===== src/rtl/fact_cu.sv =====
// Factorial control unit.
// Sequences the factorial datapath (counter + product register) from its two
// comparator flags, exposes a go/busy/done/err handshake to the register
// side, and measures how many cycles the last operation took.
//
// Datapath controls:
//   load_cnt : counter <= n
//   en       : counter <= counter - 1
//   sel_1    : product source, 0 = constant 1, 1 = product * counter
//   load_reg : product register write enable
//   sel_2    : result output enable (nf valid)
//
// Operation for a start with n <= 12:
//   start cycle : counter <= n, product <= 1
//   CHECK       : counter > 1 ? MULT : DONE
//   MULT        : product <= product * counter, counter--, back to CHECK
// An n of 0 or 1 leaves CHECK straight for DONE with product 1.
// A start with n > 12 goes directly to ERR and nothing is multiplied.

module fact_cu #(
  parameter int CNT_W = 8
) (
  input  logic             clk,
  input  logic             rst,       // asynchronous, active low
  input  logic             go,
  input  logic             gt_in,
  input  logic             gt_fact,
  output logic             load_cnt,
  output logic             en,
  output logic             sel_1,
  output logic             load_reg,
  output logic             sel_2,
  output logic             busy,
  output logic             done,
  output logic             err,
  output logic [CNT_W-1:0] cycles
);

  typedef enum logic [2:0] {
    IDLE  = 3'd0,
    CHECK = 3'd1,
    MULT  = 3'd2,
    DONE  = 3'd3,
    ERR   = 3'd4
  } state_t;

  localparam logic [CNT_W-1:0] CYC_MAX = {CNT_W{1'b1}};
  localparam logic [CNT_W-1:0] CYC_ONE = CNT_W'(1);

  state_t state;
  state_t next_state;
  logic   go_q;
  logic   start;
  logic   count_en;

  // A start is a rising edge of go. go_q resets to 1 so that a go level
  // already high when reset is released is not mistaken for a request.
  assign start = go & ~go_q;

  // State register and go edge detector.
  // NOTE: sequential state uses non-blocking assignments so every register
  // samples the values from before the clock edge, independent of order.
  always_ff @(posedge clk or negedge rst) begin
    if (!rst) begin
      state <= IDLE;
      go_q  <= 1'b1;
    end else begin
      state <= next_state;
      go_q  <= go;
    end
  end

  // Next-state decode plus Moore outputs and the Mealy start actions.
  // NOTE: every output gets a default before the case so no path leaves a
  // signal unassigned, which would otherwise infer a latch.
  always_comb begin
    next_state = state;
    load_cnt   = 1'b0;
    en         = 1'b0;
    sel_1      = 1'b0;
    load_reg   = 1'b0;
    sel_2      = 1'b0;
    busy       = 1'b0;
    done       = 1'b0;
    err        = 1'b0;

    unique case (state)
      IDLE: begin
        if (start) begin
          load_cnt   = 1'b1;
          load_reg   = 1'b1;
          next_state = gt_in ? ERR : CHECK;
        end
      end

      CHECK: begin
        busy       = 1'b1;
        next_state = gt_fact ? MULT : DONE;
      end

      MULT: begin
        busy       = 1'b1;
        sel_1      = 1'b1;
        load_reg   = 1'b1;
        en         = 1'b1;
        next_state = CHECK;
      end

      DONE: begin
        // done and sel_2 are Moore outputs: they drop in the state that
        // follows a restart, even though the start actions fire here.
        done  = 1'b1;
        sel_2 = 1'b1;
        if (start) begin
          load_cnt   = 1'b1;
          load_reg   = 1'b1;
          next_state = gt_in ? ERR : CHECK;
        end
      end

      ERR: begin
        err = 1'b1;
        if (start) begin
          load_cnt   = 1'b1;
          load_reg   = 1'b1;
          next_state = gt_in ? ERR : CHECK;
        end
      end

      default: begin
        next_state = IDLE;
      end
    endcase
  end

  // The counter advances while the operation is in flight: on edges heading
  // into CHECK/MULT and on the edge leaving CHECK (which may be into DONE).
  assign count_en = (next_state == CHECK) || (next_state == MULT) ||
                    (state == CHECK);

  // Busy-cycle counter. A start clears it and counts its own edge as the
  // first cycle, so DONE entry reads 2*max(n,1) and ERR entry reads 1.
  always_ff @(posedge clk or negedge rst) begin
    if (!rst) begin
      cycles <= '0;
    end else if (start && (state == IDLE || state == DONE || state == ERR)) begin
      cycles <= CYC_ONE;
    end else if (count_en && cycles != CYC_MAX) begin
      cycles <= cycles + CYC_ONE;
    end
  end

endmodule


===== config.mk =====
export PLATFORM = sky130hd
export DESIGN_NAME = fact_cu
export DESIGN_NICKNAME = d
export VERILOG_FILES = /design/src/rtl/fact_cu.sv
export SDC_FILE = /design/constraint.sdc
export NUM_CORES = 1
export LEC_CHECK = 0
export CELL_PAD_IN_SITES_DETAIL_PLACEMENT = 1
export CELL_PAD_IN_SITES_GLOBAL_PLACEMENT = 1
export CORE_ASPECT_RATIO = 1.2
export CORE_MARGIN = 2
export CORE_UTILIZATION = 34
export DETAILED_ROUTE_END_ITERATION = 10
export GPL_TIMING_DRIVEN = 0
export PLACE_DENSITY_LB_ADDON = 0.3
export SLEW_MARGIN = 20
export SYNTH_ARGS = -nofsm -noshare
export SYNTH_HDL_FRONTEND = slang
export SYNTH_SLANG_ARGS = --single-unit

===== constraint.sdc =====
create_clock -name clk -period 1.54 [get_ports clk]
set_input_delay 0.231 -clock clk [delete_from_list [all_inputs] [get_ports clk]]
set_output_delay 0.231 -clock clk [all_outputs]
set_load 0.01 [all_outputs]

Word level (Yosys, flattened, before mapping)
Index checks and enable logic that the tools add are counted.
{ "totals": {"in_bits": 5, "wordCells": 36, "reg_bits": 12} }
{ "classes": {"bitwise": 2, "n_mux": 13, "reduce_logical": 10, "eq_ne": 7, "add_sub_neg": 1} }
{ "op_table": {"columns": ["operator", "count"], "rows": [
  ["$mux W8", 2],
  ["$eq A3 B2 Y1 const B", 3],
  ["$pmux W3 S3", 1],
  ["$add A8 B1 Y8 const B", 1],
  ["$ne A8 B8 Y1 const B", 1],
  ["$mux W1", 7],
  ["$eq A3 B1 Y1 const B", 2],
  ["$mux W3", 2],
  ["$logic_or A1 B1 Y1", 4],
  ["$eq A3 B3 Y1 const B", 1],
  ["$logic_not A3 Y1", 1],
  ["$reduce_or A3 Y1", 1],
  ["$logic_and A1 B1 Y1", 2],
  ["$pmux W1 S2", 1],
  ["$reduce_bool A2 Y1", 1],
  ["$reduce_or A2 Y1", 1],
  ["$and A1 B1 Y1", 1],
  ["$not A1 Y1", 1]
]} }

Longest topological paths before layout
Gate-level depths: netlist of run 1.
{ "logic_depth": {"depth_word": 10, "mapped_depth": 5, "depth_no_buf": 5} }

Least setup slack after synthesis of run 1
Ideal clock, no wire load.
{ "synth_path": {"kind": "reg-to-reg", "start": "reg state[1]", "end": "reg cycles[7]", "setup_ps": 110, "t_arrival_ps": 1306, "path_stages_with_launch": 6, "required_ps": 1430, "setup_slack_ps": 124, "cell_sequence": "dfrtp_1 -> buf_4 -> and3b_4 -> o21ai_4 -> inv_4 -> o41ai_1"} }
{ "synth_via": {"elab_chain_len": 8, "word_cells_on_any_way": 18, "classes_between": "eq/ne: 6; mux: 3; reduce/logical: 9"} }
{ "synth_lines": {"columns": ["item", "line", "rtl"], "rows": [
  ["start: declaration", "50", "state_t state;"],
  ["start signal: assignment", "68", "state <= next_state;"],
  ["$eq A3 B2 Y1 (tied with other cells)", "87, 146", null],
  ["$reduce_or A3 Y1 (no line)", null, null],
  ["$pmux W3 S3", "87", "unique case (state)"],
  ["$eq A3 B1 Y1 / $eq A3 B2 Y1 (equally long branches)", "138", "assign count_en = (next_state == CHECK) || (next_state == MULT) ||"],
  ["$logic_or A1 B1 Y1 (2 in series)", "138", null],
  ["$logic_and A1 B1 Y1", "148", "end else if (count_en && cycles != CYC_MAX) begin"],
  ["$reduce_bool A2 Y1 (no line)", null, null],
  ["end signal: assignment", "149", "cycles <= cycles + CYC_ONE;"],
  ["end: declaration", "36", "output logic [CNT_W-1:0] cycles"]
]} }
Parallel ways exist; a longest one is shown, timed or not.
A chain may end at the register's enable or synchronous reset.

Worst setup path in the final report of run 1
{ "layout_path": {"start": "reg state[1]", "end": "out sel_2"} }
{ "layout_via": {"elab_chain_len": 2} }
{ "layout_lines": {"columns": ["item", "line", "rtl"], "rows": [
  ["$eq A3 B2 Y1", "87", null],
  ["$mux W1", "87", null],
  ["end: declaration", "32", "output logic sel_2,"]
]} }
No other way between the ends.

==> flow_summary.json, run 1 <==
{
  "outcome": "complete, but fails checks",
  "violations": "setup timing",
  "grt_max_degree": 13,
  "yosysTopAreaCellShare_pct": 36.4,
  "cp-end-kind": "output port",
  "first_global_vias": 901,
  "worstMarginPinSlew_ns": 0.626,
  "post_synth_inst_count": 83,
  "path_buf_inv": 5,
  "place_hpwl_mm": 1.56,
  "syn_nets": 89,
  "seq_area_frac_synth_pct": 39.9,
  "setup_viol": 13,
  "n_antenna_cell": 0,
  "ios": 21,
  "critPathLaunchType": "register",
  "rr_endpoint": "cycles[7]",
  "ant_nets": 0,
  "die_w_microns": 47.0,
  "grt_antenna_before_repair": 0,
  "numCtsBuffers": 3,
  "vdd_drop_max_mv": 1.25,
  "ff2ff_path_depth": 6,
  "tritoncts": "done",
  "die_h_microns": 55.6,
  "ys.flop_type": "dfrtp_1",
  "slew-limit-headroom_pct": 58.1,
  "worst-r2r-setup-slack_ns": -0.10,
  "finalPower_mw": 2.86,
  "place_inst": 133,
  "cp_top_family": "buffers and inverters",
  "cpMostUsedCell": "buf_6",
  "ys_top_cells_by_area": "dfrtp_1, nor2_1, buf_4",
  "critPathRequiredTime_ns": 1.31,
  "cap_violations": 0,
  "crit_path_max_fanout": 6,
  "async_reset_ff_share_pct": 100,
  "crit_chain": "buf_6, and3b_4, buf_4, buf_6, buf_6, buf_6",
  "yosysTopAreaCell": "dfrtp_1",
  "cts_sinks": 12,
  "grt_pass1_wl_mm": 4.50,
  "gr-usage-all-layers_pct": 24.1,
  "grt_overflow": 0,
  "syn2layout_area_growth_pct": 88.4,
  "dp_worst_setup_slack_ns": -0.661,
  "clkTransAtPathRegs_ns": 0.10,
  "holdBufCountCts": 0,
  "syn_avg_cell_area_sq_um": 9.11,
  "critical_path_class": "register to output port",
  "drcViolationCount": 0,
  "first_pass_iters": 4,
  "powerDensity_nw_per_um2": 2010,
  "power_leakage_nw": 0.612,
  "max_freq_ghz": 0.579,
  "post-route-util_pct": 68.7,
  "rsz0062_at_grt": "true",
  "core_area_sq_um": 2070,
  "clockBufferDepth": 2,
  "finalNetCount": 141,
  "vias": 886,
  "holdWs_ns": 0.302,
  "place.gp.congestion": 0.764,
  "fill_cells": 230,
  "drt-wirelength-per-cell_microns": 19.8,
  "ys_warn_count": 0,
  "fin_crit_ns": 1.73,
  "fin_crit_sh_pct": 112,
  "maxSlewViolCount": 0,
  "stdcell_count": 164,
  "ys_types": 35,
  "floorplan.initialDensity_pct": 36.5,
  "hold_class": "input port to asynchronous set/reset pin",
  "fin_ws_ns": -0.188,
  "insertion_delay_ns": 0.31,
  "drt-total-wl_mm": 3.25,
  "first_iter_violations": 12,
  "rows": 18,
  "slowest_stage": "dfrtp_1",
  "htree_levels": 1,
  "final_cell_area_sq_um": 1420,
  "hold_violations": 0,
  "die_area_sq_um": 2620,
  "r2r_start": "state[1]",
  "viasPerCell": 5.40,
  "setup-tns-final_ns": -1.20,
  "clock_skew_ns": 0.0100,
  "cts-root-buf": "clkbuf_4",
  "ys_seq_elements": 12,
  "placed_area_sq_um": 993,
  "max_stage_delay_ns": 0.39,
  "syn-cell-area_sq_um": 756,
  "drive_gt1_share_pct": 52.2,
  "crit_arrival_ns": 1.50,
  "synth_edf_count": 0,
  "io_buffer_count": 20
}
[cell type report]
type	count	area, sq um	share of cell area [%]
Clock buffer	4	36.3	2.55
Inverter	5	26.3	1.85
Multi-Input combinational cell	62	544	38.2
Timing Repair Buffer	47	429	30.1
Buffer	4	41.3	2.90
Sequential cell	12	309	21.7
Tap cell	30	37.5	2.64
[placed cells by master, fill, tap and decap left out, types with 3 or more instances in the layout]
cell	netlist	routed
a21oi_1	3	3
buf_4	4	22
buf_6	0	14
clkbuf_4	0	3
clkdlybuf4s50_1	0	11
dfrtp_1	11	5
dfrtp_2	0	6
inv_1	4	4
nand2_1	6	6
nand3_1	3	3
nor2_1	9	7
nor3_1	3	3
o211ai_1	4	4
o21ai_0	4	3
o21ai_4	1	3
[Yosys cell counts (2+ instances only)]
cell,n
nand2_1,6
nor3_1,3
a21oi_1,3
nand4_1,2
o41ai_1,2
a211oi_1,3
dfrtp_1,11
nand3_1,3
inv_1,4
nand2b_1,2
nor2_1,9
and3_1,2
buf_4,4
o21ai_0,4
o211ai_1,4
o22ai_1,2
[routing by layer]
layer,vias up,routed length [microns],GRT usage [%]
met2,23,1630,40.5
met3,10,108,3.25
met1,444,1380,29.6
met5,-,0,0
li1,409,-,-
met4,0,125,9.52
[kinds of logic after synthesis]
kind of cell	after synthesis	synth area share [%]
adders and majority gates	1	1.66
and+or+nand+nor	32	22.5
xor gates and xnor gates	2	3.31
DFF	12	39.9
buffers and inverters	9	6.79
AOI/OAI and AO/OA	27	25.8
[power breakdown]
| part | switching, mW | internal (mW) | total (mW) |
|---|---|---|---|
| clock network | 0.141 | 0.145 | 0.286 |
| logic | 0.965 | 1.07 | 2.04 |
| registers | 0.113 | 0.421 | 0.535 |
| total | 1.22 | 1.64 | 2.86 |
[flip-flops by register name, indices dropped and copies added (netlist names)]
signal,flops
state,3
go_q,1
cycles,8
[what timing repair did]
action,4_1_cts,5_1_grt
pin swaps,11,6
resized for setup,53,23
setup buffers,14,13
setup endpoints to repair,13,21
[worst max path at each step]
stage | startpoint | endpoint | slack, ns | cells after the start
after CTS | state[0] | load_reg | -0.15 | 6
after detailed placement | go | load_cnt | -0.66 | 5
after global routing | state[1] | load_reg | -0.25 | 6
after global placement | go | load_cnt | -0.63 | 5
final | state[1] | sel_2 | -0.19 | 6
after floorplan | state[1] | cycles[7] | 0.12 | 5
No activity file was read; power rests on OpenSTA's default activity.
==> run 2: changes to the inputs <==
clock period = 1.75 ns   (was 1.54 ns; I/O delays follow)
==> run 2 against run 1 <==
  * The run now ends clean
  * Utilization shrank 12 points
  * Combinational power shrank 37%
  * Die area is the same
  * Sequential share of layout area grew 4.1 points
  * Cell area shrank 18%
  * Total power shrank 31%
  * Clock skew shrank 0.0093 ns
  * Setup slack gained 0.20 ns
==> flow_summary.json, run 2 (same netlist as run 1, synthesis figures left out) <==
{
  "outcome": "finished, final reports clean",
  "fin_crit_sh_pct": 99.4,
  "power_leakage_nw": 0.501,
  "holdBufCountCts": 0,
  "slew-limit-headroom_pct": 60.1,
  "pwr-share-clk_pct": 11.7,
  "die_h_microns": 55.6,
  "place.gp.congestion": 0.764,
  "maxSlewViolCount": 0,
  "cp-end-kind": "output port",
  "critical_path_class": "register to output port",
  "fin_ws_ns": 0.00993,
  "die_w_microns": 47.0,
  "worstMarginPinSlew_ns": 0.597,
  "post-route-util_pct": 56.6,
  "cts-root-buf": "clkbuf_4",
  "r2r_start": "state[0]",
  "powerDensity_nw_per_um2": 1680,
  "gr-usage-all-layers_pct": 20.2,
  "top_register": "cycles",
  "setup-tns-final_ns": 0,
  "drt-wirelength-per-cell_microns": 16.0,
  "p_sw_mw": 0.847,
  "dp_worst_setup_slack_ns": -0.514,
  "hold_class": "input port to asynchronous set/reset pin",
  "drive_gt1_share_pct": 32.5,
  "p_seq_share_pct": 23.4,
  "final_cell_mix": "buf_4, clkdlybuf4s50_1, dfrtp_1",
  "vdd_drop_max_mv": 0.827,
  "ios": 21,
  "drt-total-wl_mm": 2.40,
  "hold_violations": 0,
  "fin_crit_ns": 1.74,
  "ant_nets": 0,
  "grt_overflow": 0,
  "setup_viol": 0,
  "grt_pass1_wl_mm": 3.77,
  "grt_max_degree": 13,
  "first_pass_iters": 5,
  "p_int_mw": 1.13,
  "numCtsBuffers": 3,
  "clock_skew_ns": 0.000670,
  "ff2ff_path_depth": 6,
  "first_global_vias": 792,
  "n_antenna_cell": 0,
  "cap_violations": 0,
  "clkTransAtPathRegs_ns": 0.08,
  "io_buffer_count": 20,
  "crit_path_max_fanout": 6,
  "crit_arrival_ns": 1.48,
  "final_common_cell": "buf_4",
  "core_area_sq_um": 2070,
  "critPathLaunchType": "register",
  "rsz0062_at_grt": "true",
  "cts_sinks": 12,
  "swShare_pct": 42.9,
  "drcViolationCount": 0,
  "finalNetCount": 127,
  "grt_antenna_before_repair": 0,
  "max_freq_ghz": 0.575,
  "insertion_delay_ns": 0.28,
  "rows": 18,
  "syn2layout_area_growth_pct": 55.1,
  "die_area_sq_um": 2620,
  "htree_levels": 1,
  "top_regs": "cycles: 8 flops, state: 3 flops, go_q: 1 flops",
  "largest_reg_flops": 8,
  "clockBufferDepth": 2,
  "viasPerCell": 5.31,
  "place_hpwl_mm": 1.56,
  "worst-r2r-setup-slack_ns": 0.10,
  "vias": 796,
  "floorplan.initialDensity_pct": 36.5,
  "combPwrFrac_pct": 64.9,
  "rr_endpoint": "cycles[7]",
  "first_iter_violations": 7,
  "critPathRequiredTime_ns": 1.49,
  "tritoncts": "done"
}
-- run 2: through the flow --
| step | instances | area, sq um | hold WS [ns] | power [mW] |
|---|---|---|---|---|
| 2_1_floorplan | 83 | 756 | -0.0331 | 1.08 |
| 3_3_place_gp | 133 | 993 | 0.547 | 1.47 |
| 3_5_place_dp | 133 | 993 | 0.558 | 1.53 |
| 4_1_cts | 147 | 1120 | 0.373 | 1.85 |
| 5_1_grt | 150 | 1170 | 0.370 | 2.13 |
| 6_report | 150 | 1170 | 0.354 | 1.97 |
-- run 2: repair_timing --
| item | in CTS | in global routing |
|---|---|---|
| pin swaps | 2 | 2 |
| endpoints found under the hold margin | 0 | 0 |
| resized for setup | 20 | 9 |
| setup buffers | 10 | 3 |
| setup endpoints to repair | 8 | 5 |
-- run 2: cell type report --
class	instances	area [sq um]
well taps	30	37.5
plain buffers	4	37.5
fillers	247	900
multi-input cells	62	449
flip-flops and latches	12	303
repair buffers	33	288
inverters	5	21.3
clock buffers	4	36.3
-- run 2: critical path, cell delays in order (launching register included) --
cell and delay, ns:
dfrtp_1 0.38, buf_6 0.14, and3b_4 0.21, o21ai_4 0.16, buf_6 0.13, o21ai_2 0.04
buf_2 0.13
-- run 2: power by group through the flow --
stage,combinational [mW],sequential (mW),clock (mW)
2_1_floorplan,0.611,0.466,0
3_3_place_gp,1.02,0.456,0
3_5_place_dp,1.06,0.463,0
4_1_cts,1.15,0.459,0.236
5_1_grt,1.40,0.478,0.253
6_report,1.28,0.462,0.231
-- run 2: worst max path at each step --
stage | from | end | slack [ns] | cells after the start
after floorplan | state[1] | cycles[7] | 0.33 | 5
after global placement | go | load_cnt | -0.48 | 5
after detailed placement | go | load_cnt | -0.51 | 5
after CTS | state[1] | load_cnt | -0.14 | 6
after global routing | state[0] | load_reg | -0.05 | 6
final | state[0] | load_reg | 0.01 | 6
-- run 2: metal layers --
| layer | up-vias | track usage (%) | share of wire, % |
|---|---|---|---|
| li1 | 381 | - | - |
| met1 | 396 | 25.7 | 42 |
| met2 | 15 | 32.1 | 54 |
| met3 | 4 | 3.25 | 2.3 |
| met4 | 0 | 9.52 | 1.5 |
| met5 | - | 0 | 0 |
